--- src/rtl/mts_pkg.sv ---
// Shared types for the MTS SYSREF gate controller: FSM states and error codes.
package mts_pkg;

  typedef enum logic [2:0] {
    IDLE,
    WAIT_EDGE,
    MEASURE,
    ARM,
    PASS,
    DONE,
    ERR
  } mts_state_e;

  localparam logic [1:0] ERR_NONE     = 2'd0;
  localparam logic [1:0] ERR_TIMEOUT  = 2'd1;
  localparam logic [1:0] ERR_LOSTLOCK = 2'd2;

endpackage

--- src/rtl/sysref_period_meter.sv ---
// SYSREF edge detector and free-running period meter; flags whether the period
// ending at the current rise is within tolerance of the expected one.
module sysref_period_meter #(
  parameter int PW = 16
) (
  input  logic          clk,
  input  logic          rstn,
  input  logic          sysref_in,
  input  logic [PW-1:0] period_exp,
  input  logic [3:0]    period_tol,
  output logic          sysref_q,
  output logic          rise,
  output logic          fall,
  output logic          match,
  output logic [PW-1:0] period_meas
);

  logic [PW-1:0] pcnt;
  logic [PW:0]   cur;
  logic [PW:0]   exp_w;
  logic [PW:0]   diff;

  assign rise  = sysref_in & ~sysref_q;
  assign fall  = ~sysref_in & sysref_q;

  // One extra bit so pcnt+1 never wraps and the distance is exact.
  assign cur   = {1'b0, pcnt} + {{PW{1'b0}}, 1'b1};
  assign exp_w = {1'b0, period_exp};
  assign diff  = (cur >= exp_w) ? (cur - exp_w) : (exp_w - cur);
  assign match = (diff <= {{(PW-3){1'b0}}, period_tol});

  always_ff @(posedge clk or negedge rstn) begin
    if (!rstn) begin
      sysref_q    <= 1'b0;
      pcnt        <= '0;
      period_meas <= '0;
    end else begin
      sysref_q <= sysref_in;
      if (rise) begin
        pcnt        <= '0;
        period_meas <= cur[PW] ? '1 : cur[PW-1:0];
      end else if (pcnt != '1) begin
        pcnt <= pcnt + 1'b1;
      end
    end
  end

endmodule

--- src/rtl/mts_sysref_gate_ctrl.sv ---
// SYSREF delivery sequencer for RFSoC MTS: acquire lock on the SYSREF period,
// then forward exactly n_pass whole pulses and close the gate.
module mts_sysref_gate_ctrl
  import mts_pkg::*;
#(
  parameter int PW = 16,
  parameter int CW = 8,
  parameter int TW = 24
) (
  input  logic          clk,
  input  logic          rstn,
  input  logic          sysref_in,
  input  logic          start,
  input  logic          abort,
  input  logic [PW-1:0] period_exp,
  input  logic [3:0]    period_tol,
  input  logic [CW-1:0] n_stable,
  input  logic [CW-1:0] n_pass,
  input  logic [TW-1:0] timeout,
  output logic          sysref_out,
  output logic          busy,
  output logic          locked,
  output logic          done,
  output logic          err,
  output logic [1:0]    err_code,
  output logic [PW-1:0] period_meas,
  output logic [CW-1:0] pass_cnt
);

  mts_state_e    state;
  logic          sysref_q, rise, fall, match;
  logic          gate, to_hit, kill;
  logic [TW-1:0] timer, timer_nx;
  logic [CW-1:0] stable, stable_nx, ns_eff, pass_nx;

  sysref_period_meter #(.PW(PW)) u_meter (
    .clk        (clk),
    .rstn       (rstn),
    .sysref_in  (sysref_in),
    .period_exp (period_exp),
    .period_tol (period_tol),
    .sysref_q   (sysref_q),
    .rise       (rise),
    .fall       (fall),
    .match      (match),
    .period_meas(period_meas)
  );

  assign ns_eff    = (n_stable == '0) ? {{(CW-1){1'b0}}, 1'b1} : n_stable;
  assign stable_nx = stable + 1'b1;
  assign pass_nx   = pass_cnt + 1'b1;
  assign timer_nx  = timer + 1'b1;
  assign to_hit    = (timeout != '0) && (timer_nx >= timeout);
  assign busy      = !(state inside {IDLE, DONE, ERR});

  // A mis-timed rise in PASS must not leak even one cycle of the bad pulse.
  assign kill = abort || ((state == PASS) && rise && !match);

  always_ff @(posedge clk or negedge rstn) begin
    if (!rstn) sysref_out <= 1'b0;
    else       sysref_out <= gate & sysref_in & ~kill;
  end

  always_ff @(posedge clk or negedge rstn) begin
    if (!rstn) begin
      state    <= IDLE;
      gate     <= 1'b0;
      locked   <= 1'b0;
      done     <= 1'b0;
      err      <= 1'b0;
      err_code <= ERR_NONE;
      pass_cnt <= '0;
      timer    <= '0;
      stable   <= '0;
    end else if (abort) begin
      state    <= IDLE;
      gate     <= 1'b0;
      locked   <= 1'b0;
      done     <= 1'b0;
      err      <= 1'b0;
      err_code <= ERR_NONE;
    end else begin
      case (state)
        IDLE, DONE, ERR: begin
          if (start) begin
            state    <= WAIT_EDGE;
            gate     <= 1'b0;
            locked   <= 1'b0;
            done     <= 1'b0;
            err      <= 1'b0;
            err_code <= ERR_NONE;
            pass_cnt <= '0;
            timer    <= '0;
            stable   <= '0;
          end
        end
        WAIT_EDGE, MEASURE: begin
          timer <= timer_nx;
          if (to_hit) begin
            state    <= ERR;
            err      <= 1'b1;
            err_code <= ERR_TIMEOUT;
          end else if (rise && state == WAIT_EDGE) begin
            state  <= MEASURE;
            stable <= '0;
          end else if (rise) begin
            if (!match) begin
              stable <= '0;
            end else begin
              stable <= stable_nx;
              if (stable_nx >= ns_eff) begin
                locked <= 1'b1;
                state  <= ARM;
              end
            end
          end
        end
        ARM: begin
          if (n_pass == '0) begin
            state <= DONE;
            done  <= 1'b1;
          end else if (!sysref_in && !sysref_q) begin
            gate  <= 1'b1;
            state <= PASS;
          end
        end
        PASS: begin
          if (rise && !match) begin
            gate     <= 1'b0;
            err      <= 1'b1;
            err_code <= ERR_LOSTLOCK;
            locked   <= 1'b0;
            state    <= ERR;
          end else if (fall) begin
            pass_cnt <= pass_nx;
            if (pass_nx == n_pass) begin
              gate  <= 1'b0;
              done  <= 1'b1;
              state <= DONE;
            end
          end
        end
        default: state <= IDLE;
      endcase
    end
  end

endmodule

--- config.mk ---
export PLATFORM = sky130hd
export DESIGN_NAME = mts_sysref_gate_ctrl
export DESIGN_NICKNAME = d
export VERILOG_FILES = /design/src/rtl/mts_pkg.sv /design/src/rtl/sysref_period_meter.sv /design/src/rtl/mts_sysref_gate_ctrl.sv
export SDC_FILE = /design/constraint.sdc
export NUM_CORES = 1
export LEC_CHECK = 0
export CORE_ASPECT_RATIO = 0.7
export CORE_MARGIN = 2
export CORE_UTILIZATION = 35
export DETAILED_ROUTE_END_ITERATION = 10
export PLACE_DENSITY_LB_ADDON = 0.15
export SYNTH_ARGS = -nofsm -noshare
export SYNTH_HDL_FRONTEND = slang
export SYNTH_HIERARCHICAL = 1
export SYNTH_SLANG_ARGS = --single-unit
--- constraint.sdc ---
create_clock -name clk -period 9.4 [get_ports clk]
set_input_delay 0.94 -clock clk [delete_from_list [all_inputs] [get_ports clk]]
set_output_delay 0.94 -clock clk [all_outputs]
set_load 0.01 [all_outputs]
==> reports/results.txt <==
status - finished clean
EDFF count, synth - 0
vias per cell - 5.32
row count - 44
Synth warnings - 6
Max Clock Freq - 132 MHz
largest net degree at the start of global routing - 64
commonest non-fill, non-tap cells in the layout - 123 x nor2_1, 94 x clkdlybuf4s50_1, 83 x dfrtp_1
DRT antenna net count - 0
post-CTS setup buffers - 0
Rel. slew slack - 0.393
Post-Synthesis Cells - 928
Critical-path top delay cell - a21oi_4
clock sink count - 83
period utilization - 0.808
skew final - 0.0126 ns
DRT iter0 DRCs - 585
PD cells - 154 mW/mm^2
DRT Pass-1 Iters - 8
Crit Path Max Fanout - 25
Die Ht - 126 um
Post-Layout Cell Count - 1,277
Clock Tree Buf Depth - 2
Sw Share - 0.367
Placed Cells - 1,262
Initial Utilization - 0.358
Worst setup EP type - register
Worst-path clk slew - 0.06 ns
most common cell after layout, fill and taps aside - nor2_1
Hold Path Class - primary input to asynchronous set/reset pin
Crit path arrival time - 7.82 ns
global-route wire length before repair - 33,500 um
mapped cell area - 0.00745 mm^2
GRT overflow - 0
Port Buffer Count - 95
final slew viol count - 0
final setup TNS - 0 ns
total track usage - 0.185
startpoint types - register
Pleak - 0.00412 uW
Synth Flop Type - dfrtp_1
Mean Syn Cell Area - 8.03 um^2
antenna violations before repair - 0
Core Region - 0.0208 mm^2
final WL - 20,300 um
critical path type - register to register
clock root buffer - clkbuf_16
maxcap violations - 0
Inserted Diodes - 0
RSZ-0062 raised after global routing - false
Int Power - 871 uW
CP bufs+invs - 1
post-synthesis sequential area ratio - 0.279
DRC viols - 0
Die ar. - 0.0225 mm^2
worst skew pair latency - 0.34 ns
Sw Pwr - 506 uW
Crit path max-delay family - compound AO/OA/AOI/OAI gates
net count after synthesis - 1,067
Peak VDD IR - 0.0882 mV
final setup fails - 0
worst slew pin tran - 0.910 ns
CTS buffer count - 9
Flop pwr share - 0.320
final hold vios - 0
hold buffers post-CTS - 0
layout cells sized above 1 - 0.0539
Routed WL per cell - 15.9 um
Required @ worst endpoint - 9.63 ns
RePlAce Congestion - 0.858
num ports - 96
Final #Nets - 1,136
min Tclk post-route - 7.59 ns
vias in the first global route - 6,226
H-tree levels - 3
Worst path max stage delay - 0.66 ns
combinational share of power - 0.405
CTS tree - done
Final HPWL DP - 15,900 um
PostCTS Resize Cnt - 0
Yosys cell types - 76
Die X - 178 um
vias - 6,790
share of synthesized registers carrying an async set or reset - 1.00
Synth-to-Final Area Change - 19.9%
Clock Power Share - 0.275
Yosys reg bits - 83
layer usage:
layer  part of all wire  vias up  wire length, um  GRT usage
li1                   -     3404                -          -
met3              0.058       13             1180     0.0338
met4             0.0059        0              119     0.0230
met1               0.57     3186            11500      0.320
met2               0.37      187             7500      0.232
met5                  0        -                0          0
registers in the layout, summed over array words and instances, names as in the netlist:
| name | cells |
|---|---|
| done | 1 |
| err | 1 |
| u_meter/pcnt | 16 |
| gate | 1 |
| u_meter/period_meas | 16 |
| pass_cnt | 8 |
| stable | 8 |
| err_code | 2 |
| sysref_out | 1 |
| timer | 24 |
| state | 3 |
| u_meter/sysref_q | 1 |
| locked | 1 |
kinds of logic after synthesis:
kind of cell / synth area share
buffers and inverters: 0.0660
xor gates and xnor gates: 0.0682
and+or+nand+nor: 0.218
DFF: 0.279
AOI/OAI and AO/OA: 0.222
muxes: 0.0180
adders and majority gates: 0.129
through the flow:
stage	setup WS, ns	utilization	area, um^2	total power, uW	hold WS (ns)
final	1.81	0.429	8930	1380	0.474
after global placement	2.12	0.414	8610	1000	0.478
after detailed placement	1.92	0.414	8610	999	0.485
after CTS	1.90	0.429	8930	1390	0.477
after floorplan	3.01	-	7450	806	0.450
after global routing	1.06	0.429	8930	1480	0.484
Yosys cell counts (5+ instances only):
| cell type | instances | area share |
|---|---|---|
| nand2_1 | 63 | 0.032 |
| nor3_1 | 14 | 0.0094 |
| nand2b_1 | 12 | 0.010 |
| nor4_1 | 12 | 0.010 |
| inv_1 | 81 | 0.041 |
| dfrtp_1 | 83 | 0.28 |
| a211oi_1 | 12 | 0.012 |
| nand4_1 | 15 | 0.013 |
| nand3_1 | 34 | 0.023 |
| or2_2 | 5 | 0.0042 |
| o21ai_0 | 66 | 0.044 |
| o21bai_1 | 5 | 0.0050 |
| ha_1 | 72 | 0.12 |
| xnor2_1 | 32 | 0.038 |
| a31oi_1 | 14 | 0.012 |
| o21a_1 | 9 | 0.0091 |
| xor2_1 | 26 | 0.031 |
| clkbuf_1 | 26 | 0.013 |
| o21ai_1 | 10 | 0.0067 |
| o31ai_1 | 10 | 0.010 |
| a21oi_1 | 62 | 0.042 |
| a21o_1 | 11 | 0.011 |
| mux2i_1 | 10 | 0.013 |
| buf_2 | 14 | 0.0094 |
| and3_1 | 13 | 0.011 |
| nor2b_1 | 15 | 0.013 |
| nor2_1 | 123 | 0.062 |
| a22o_1 | 10 | 0.012 |
path summary, 6_finish.rpt:
check	endpoint	startpoint	depth (start not counted)	slack [ns]
worst max-delay path	pass_cnt[6]	u_meter/pcnt[2]	28	1.81
worst min-delay path	u_meter/period_meas[10]	rstn	1	0.47
worst max register to register	pass_cnt[6]	u_meter/pcnt[2]	28	1.81
worst min register to register	timer[11]	timer[11]	1	0.49
max in group asynchronous	timer[10]	rstn	2	7.80
min in group clk	timer[11]	timer[11]	1	0.49
power by group through the flow:
| stage | clock network (uW) | registers, uW | logic [uW] |
|---|---|---|---|
| final | 379 | 441 | 557 |
| after detailed placement | 0 | 447 | 552 |
| after global routing | 405 | 448 | 623 |
| after CTS | 390 | 441 | 557 |
| after global placement | 0 | 447 | 554 |
| after floorplan | 0 | 428 | 378 |
cell type report:
class	count	area (um^2)
fillers	2124	11900
multi-input cells	721	4900
flip-flops and latches	83	2080
repair buffers	100	986
well taps	276	345
inverters	82	308
clock buffers	10	239
clock inverters	5	77.6
No activity file was read; power rests on OpenSTA's default activity.
